<file path="config.mk">
export PLATFORM = sky130hd
export DESIGN_NAME = nib_serial_add16_flat
export DESIGN_NICKNAME = d
export VERILOG_FILES = /design/src/rtl/nib_serial_add16_if.sv /design/src/rtl/nib_serial_add16.sv /design/src/flat_wrapper.sv
export SDC_FILE = /design/constraint.sdc
export NUM_CORES = 1
export LEC_CHECK = 0
export BUFFER_PORTS_ARGS = -buffer_cell sky130_fd_sc_hd__buf_4
export CAP_MARGIN = 20
export CORE_MARGIN = 2
export CORE_UTILIZATION = 47
export CTS_BUF_LIST = sky130_fd_sc_hd__clkbuf_16
export CTS_CLUSTER_DIAMETER = 50
export DETAILED_ROUTE_END_ITERATION = 16
export GPL_ROUTABILITY_DRIVEN = 1
export PLACE_DENSITY = 0.75
export SYNTH_ARGS = -nofsm -noshare
export SYNTH_HDL_FRONTEND = slang
export SYNTH_SLANG_ARGS = --single-unit
</file>
<file path="constraint.sdc">
create_clock -name sys_clk -period 1.6 [get_ports sys_clk]
set_input_delay 0.32 -clock sys_clk [delete_from_list [all_inputs] [get_ports sys_clk]]
set_output_delay 0.32 -clock sys_clk [all_outputs]
set_load 0.05 [all_outputs]
</file>
<file path="src/rtl/nib_serial_add16_if.sv">
// nib_serial_add16_if: operand/result handshake plus the external 4-bit adder link.
interface nib_serial_add16_if;
  logic        start;
  logic        sub;
  logic [15:0] op_a;
  logic [15:0] op_b;
  logic        busy;
  logic        done;
  logic [15:0] result;
  logic        carry;
  logic [3:0]  add_a;
  logic [3:0]  add_b;
  logic        add_ci;
  logic [3:0]  add_q;
  logic        add_co;
  modport master (output start, sub, op_a, op_b, add_q, add_co,
                  input  busy, done, result, carry, add_a, add_b, add_ci);
  modport slave  (input  start, sub, op_a, op_b, add_q, add_co,
                  output busy, done, result, carry, add_a, add_b, add_ci);
endinterface

</file>
<file path="src/rtl/nib_serial_add16.sv">
// nib_serial_add16: 16-bit add/subtract done one nibble per cycle through an external 4-bit adder.
module nib_serial_add16 (
  input logic              sys_clk,
  input logic              resetl,
  nib_serial_add16_if.slave bus
);
  typedef enum logic [1:0] {IDLE, RUN, DONE} state_t;
  state_t      state, state_nxt;
  logic [15:0] a_lat, b_lat, res;
  logic [1:0]  idx;
  logic        cr, cy, go, run;
  assign run = state == RUN;
  assign go  = bus.start && !run;
  always_comb begin
    state_nxt = go ? RUN : (run && idx == 2'd3) ? DONE : (state == DONE) ? IDLE : state;
  end
  always_ff @(posedge sys_clk or negedge resetl) begin
    if (!resetl) state <= IDLE;
    else state <= state_nxt;
  end
  // Subtraction is A + ~B + 1: invert B at latch time and seed the carry with sub.
  always_ff @(posedge sys_clk or negedge resetl) begin
    if (!resetl) begin
      a_lat <= '0;
      b_lat <= '0;
      res   <= '0;
      idx   <= '0;
      cr    <= 1'b0;
      cy    <= 1'b0;
    end else if (go) begin
      a_lat <= bus.op_a;
      b_lat <= bus.sub ? ~bus.op_b : bus.op_b;
      cr    <= bus.sub;
      idx   <= '0;
    end else if (run) begin
      res[{idx, 2'b00} +: 4] <= bus.add_q;
      cr  <= bus.add_co;
      idx <= idx + 2'd1;
      if (idx == 2'd3) cy <= bus.add_co;
    end
  end
  assign bus.busy   = run;
  assign bus.done   = state == DONE;
  assign bus.result = res;
  assign bus.carry  = cy;
  assign bus.add_a  = run ? a_lat[{idx, 2'b00} +: 4] : 4'h0;
  assign bus.add_b  = run ? b_lat[{idx, 2'b00} +: 4] : 4'h0;
  assign bus.add_ci = run & cr;
endmodule
</file>
<file path="src/flat_wrapper.sv">
// flat-port wrapper written by rule: the top's interface ports become plain ports
module nib_serial_add16_flat 
  (sys_clk, resetl, bus_start, bus_sub, bus_op_a, bus_op_b, bus_add_q, bus_add_co, bus_busy, bus_done, bus_result, bus_carry, bus_add_a, bus_add_b, bus_add_ci);
  nib_serial_add16_if bus_i ();
  input logic sys_clk;
  input logic resetl;
  input wire logic [$bits(bus_i.start)-1:0] bus_start;
  input wire logic [$bits(bus_i.sub)-1:0] bus_sub;
  input wire logic [$bits(bus_i.op_a)-1:0] bus_op_a;
  input wire logic [$bits(bus_i.op_b)-1:0] bus_op_b;
  input wire logic [$bits(bus_i.add_q)-1:0] bus_add_q;
  input wire logic [$bits(bus_i.add_co)-1:0] bus_add_co;
  output wire logic [$bits(bus_i.busy)-1:0] bus_busy;
  output wire logic [$bits(bus_i.done)-1:0] bus_done;
  output wire logic [$bits(bus_i.result)-1:0] bus_result;
  output wire logic [$bits(bus_i.carry)-1:0] bus_carry;
  output wire logic [$bits(bus_i.add_a)-1:0] bus_add_a;
  output wire logic [$bits(bus_i.add_b)-1:0] bus_add_b;
  output wire logic [$bits(bus_i.add_ci)-1:0] bus_add_ci;
  assign bus_i.start = bus_start;
  assign bus_i.sub = bus_sub;
  assign bus_i.op_a = bus_op_a;
  assign bus_i.op_b = bus_op_b;
  assign bus_i.add_q = bus_add_q;
  assign bus_i.add_co = bus_add_co;
  assign bus_busy = bus_i.busy;
  assign bus_done = bus_i.done;
  assign bus_result = bus_i.result;
  assign bus_carry = bus_i.carry;
  assign bus_add_a = bus_i.add_a;
  assign bus_add_b = bus_i.add_b;
  assign bus_add_ci = bus_i.add_ci;
  nib_serial_add16 u_core (.sys_clk(sys_clk), .resetl(resetl), .bus(bus_i));
endmodule
</file>
# Yosys cells after proc, flatten, opt, wreduce, memory -nomap -nowiden
# Cells that the tools add are included.
[op_classes]
addsub = 2
eq_ne = 3
shifts = 4
n_mux = 11
n_bitwise = 3
n_reduce_logical = 7
[op_table]
columns = ["op", "n"]
rows = [
  ["$shiftx A16 B5 Y4", 2],
  ["$bwmux W16", 1],
  ["$mux W16", 1],
  ["$not A16 Y16", 1],
  ["$shift A4 B6 Y16 const A", 1],
  ["$shiftx A4 B6 Y16", 1],
  ["$mux W2", 5],
  ["$mux W4", 2],
  ["$neg A4 Y6", 1],
  ["$eq A2 B2 Y1 const B", 2],
  ["$reduce_and A3 Y1", 1],
  ["$reduce_bool A3 Y1", 1],
  ["$add A2 B1 Y2 const B", 1],
  ["$eq A2 B1 Y1 const B", 1],
  ["$logic_and A1 B1 Y1", 2],
  ["$mux W1", 2],
  ["$reduce_and A2 Y1", 1],
  ["$reduce_bool A2 Y1", 1],
  ["$and A1 B1 Y1", 1],
  ["$logic_not A1 Y1", 1],
  ["$not A1 Y1", 1],
]
[totals]
reg_bits = 54
inputBits = 41
output_inout_bits = 28
word_cells = 37

# Longest topological paths before layout
[depth]
depth_word = 5
ltp_mapped = 6

# Worst setup path before layout
# Ideal clock, no wire load.
[synth_timing]
path_kind = "register to output"
from = "register u_core.idx[0]"
to = "output bus_add_a[0]"
arrival_ns = 1.711
t_required_ns = 1.280
setup_slack_ns = -0.431
stages_incl_launch_ff = 5
n_path_buf = 2
path_cell_list = "dfrtp_1 buf_4 buf_2 mux2i_1 o22ai_1"
[synth_via]
elab_chain_cells = 2
[synth_lines]
columns = ["element", "line", "rtl"]
rows = [
  ["start, declared", "nib_serial_add16.sv:10", "logic [1:0] idx;"],
  ["start signal, assigned", "nib_serial_add16.sv:38", "idx <= idx + 2'd1;"],
  ["$shiftx A16 B5 Y4", "nib_serial_add16.sv:46", "assign bus.add_a = run ? a_lat[{idx, 2'b00} +: 4] : 4'h0;"],
  ["$mux W4", "nib_serial_add16.sv:46", ""],
  ["end, declared", "flat_wrapper.sv:17", "output wire logic [$bits(bus_i.add_a)-1:0] bus_add_a;"],
]
# Every way passes these cells.

# Worst setup path in the final report
[layout_timing]
from = "register u_core.idx[0]"
to = "output bus_add_b[3]"
[layout_via]
elab_chain_cells = 2
[layout_lines]
columns = ["element", "line", "rtl"]
rows = [
  ["$shiftx A16 B5 Y4", "nib_serial_add16.sv:47", "assign bus.add_b = run ? b_lat[{idx, 2'b00} +: 4] : 4'h0;"],
  ["$mux W4", "nib_serial_add16.sv:47", ""],
  ["end, declared", "flat_wrapper.sv:18", "output wire logic [$bits(bus_i.add_b)-1:0] bus_add_b;"],
]
# Every way passes these cells.

==> results.toml <==
[grt]
antenna_found_initial = 0
grt_pass1_wl_um = 9890
grtUsageTotal_pct = 20.5
first_global_vias = 1984
grt-ovfl-total = 0
grt_max_degree = 55

[clock_tree]
clk_pin_slew_worst_paths_ns = 0.07
cts_sinks = 54
ctsRootBufferMaster = "clkbuf_16"
htreeDepth = 2
cts_tree = "done"
cts_buffers = 5
clk_latency_ns = 0.29
hold_buffers = 0
cts_max_path_buffers = 2

[yosys]
yosys_warnings = 0
synthXorXnorAreaFrac_pct = 5.32
synthArstFlopShare_pct = 100
seq_area_frac_synth_pct = 51.3
synth_fa_ha_area_share_pct = 2.38
synth_compound_area_share_pct = 14.6
muxShareOfSynthArea_pct = 15.6
synth_top_family_by_area = "multiplexers"
syn_area_um2 = 2630
synth_simple_gate_area_share_pct = 6.23
ys_ff_latch = 54
synth_edf_count = 0
avgSynthCellArea_um2 = 12.5
syn_nets = 257
synthFlopType = "dfrtp_1"
synth_cells = 211
ys_types = 36

[final_layout]
post-route-cell-area_um2 = 3830
layout_common_cells = "buf_4 (74), dfrtp_1 (53), a21oi_1 (32)"
drive_gt1_share_pct = 52.4
layout_commonest_cell = "buf_4"
n_antenna_cell = 0
final_core_util_pct = 69.9
fill_cells = 392
final_nets = 339
syn_to_final_growth_pct = 45.3

[sta]
period_needed_ns = 1.81
setup_slack_ns = -0.210
skew_ns = 0.00304
fmax_mhz = 553
tightest_slew_ns = 0.668
slew_violations = 0
tns_ns = -1.75
rsz0062_at_grt = "yes"
finalSetupViolCount = 13
finalCritPeriodShare_pct = 113
hold_violations = 0
max_slew_margin_pct = 55.5

[routing]
drt-initial-drc-count = 79
vias = 1949
viasPerCell = 5.33
detail-route-antenna-nets = 0
routed_wl_um = 6060
firstDrtPassIters = 5
drc_errors = 0
routedWlPerCell_um = 16.6

[worst_hold_path]
min_path_type = "in2async"

[setup_path]
cp-start-kind = "flip-flop"
crit_chain = "buf_12, mux2i_4, o22ai_4, buf_6"
cp_num_buf_inv = 2
arrival_ns = 1.49
cp-end-kind = "output pin"
cp_max_fo = 9
max_stage_delay_ns = 0.46
reg2reg_depth = 5
cp_slowest_cell = "dfrtp_2"
worstSetupPathType = "reg2out"
critical_path.top_delay_family = "flip-flops"
cp.required_ns = 1.28
critical_path_depth = 4

[die]
fp-row-count = 27
chipWidth_um = 78.8
core_area_um2 = 5470
start_util_pct = 48.1
die_height_um = 78.8
pin_count = 69
die_area_um2 = 6220

[outcome]
outcome = "finished, violations left"
violations = "negative setup slack"

[placement]
io_buffer_count = 68
hpwlAfterDp_um = 4000
placed_area_um2 = 3380
place_congestion = 0.760

[run]
cap_violations = 0
path summary, 6_finish.rpt:
path	startpoint	end	slack [ns]
worst min-delay path	resetl	u_core.bus.result[0]$_DFFE_PN0P_	0.06
min in group sys_clk	bus_add_co	u_core.cr$_DFFE_PN0P_	0.25
worst max register to register	u_core.idx[0]$_DFFE_PN0P_	u_core.bus.result[13]$_DFFE_PN0P_	-0.07
worst min register to register	u_core.bus.result[2]$_DFFE_PN0P_	u_core.bus.result[2]$_DFFE_PN0P_	0.50
max in group asynchronous	resetl	u_core.idx[0]$_DFFE_PN0P_	1.06
worst max-delay path	u_core.idx[0]$_DFFE_PN0P_	bus_add_b[3]	-0.21
stage by stage:
step           worst slack, ns  instances  hold slack [ns]
2_1_floorplan          -0.0211        211           0.0244
3_3_place_gp            0.0142        352            0.397
3_5_place_dp            -0.104        352            0.396
4_1_cts                 -0.202        366           0.0817
5_1_grt                 -0.253        366            0.128
6_report                -0.210        366           0.0598
layout make-up:
| cell class | count | area, um2 | share of cell area [%] |
|---|---|---|---|
| Timing Repair Buffer | 88 | 733 | 19.2 |
| Inverter | 3 | 18.8 | 0.491 |
| Tap cell | 72 | 90.1 | 2.35 |
| Clock buffer | 5 | 125 | 3.27 |
| Sequential cell | 54 | 1350 | 35.3 |
| Multi-Input combinational cell | 141 | 1460 | 38.2 |
| Clock inverter | 3 | 45.0 | 1.18 |
logic make-up (layout without fill, tap and decap cells):
logic type / count (synthesis) / in the layout
AOI/OAI and AO/OA: 61 / 61
and+or+nand+nor: 25 / 25
adders and majority gates: 5 / 5
muxes: 34 / 34
xor gates and xnor gates: 16 / 16
buffers and inverters: 16 / 99
DFF: 54 / 54
per-layer routing:
layer  up-vias  share of wire [%]  global-route usage (%)
met5         -                  0                       0
met4         0                1.7                    6.38
met3         9                3.7                    4.20
met2        50                 51                    33.8
met1       963                 44                    27.4
li1        927                  -                       -
what timing repair did:
item                       in CTS  in global routing
gates resized for setup        44                  8
buffers inserted                6                  1
pin swaps                       5                  3
setup endpoints to repair      22                 23
synth_stat cells, types with 2 or more instances:
master      n  area, um2
a21oi_1    32        160
a22o_1     12        105
buf_2       5       25.0
buf_6       4       45.0
clkbuf_1    2       7.51
dfrtp_1    54       1350
ha_1        5       62.6
inv_1       2       7.51
mux2_2      4       45.0
mux2_4     13        195
mux2i_1    17        170
nand2_1     9       33.8
nand3_1     4       20.0
o22ai_1     8       50.1
o2bb2ai_1   4       35.0
xnor2_1    16        140
sequential cells by signal, indices dropped and copies added (netlist names):
register	flops
u_core.bus.carry	1
u_core.bus.result	16
u_core.b_lat	16
u_core.cr	1
u_core.a_lat	16
u_core.state	2
u_core.idx	2
Power is left out: the tool's default activity adds up to more than one toggle a clock period on the data nets, which glitch-free logic cannot reach.
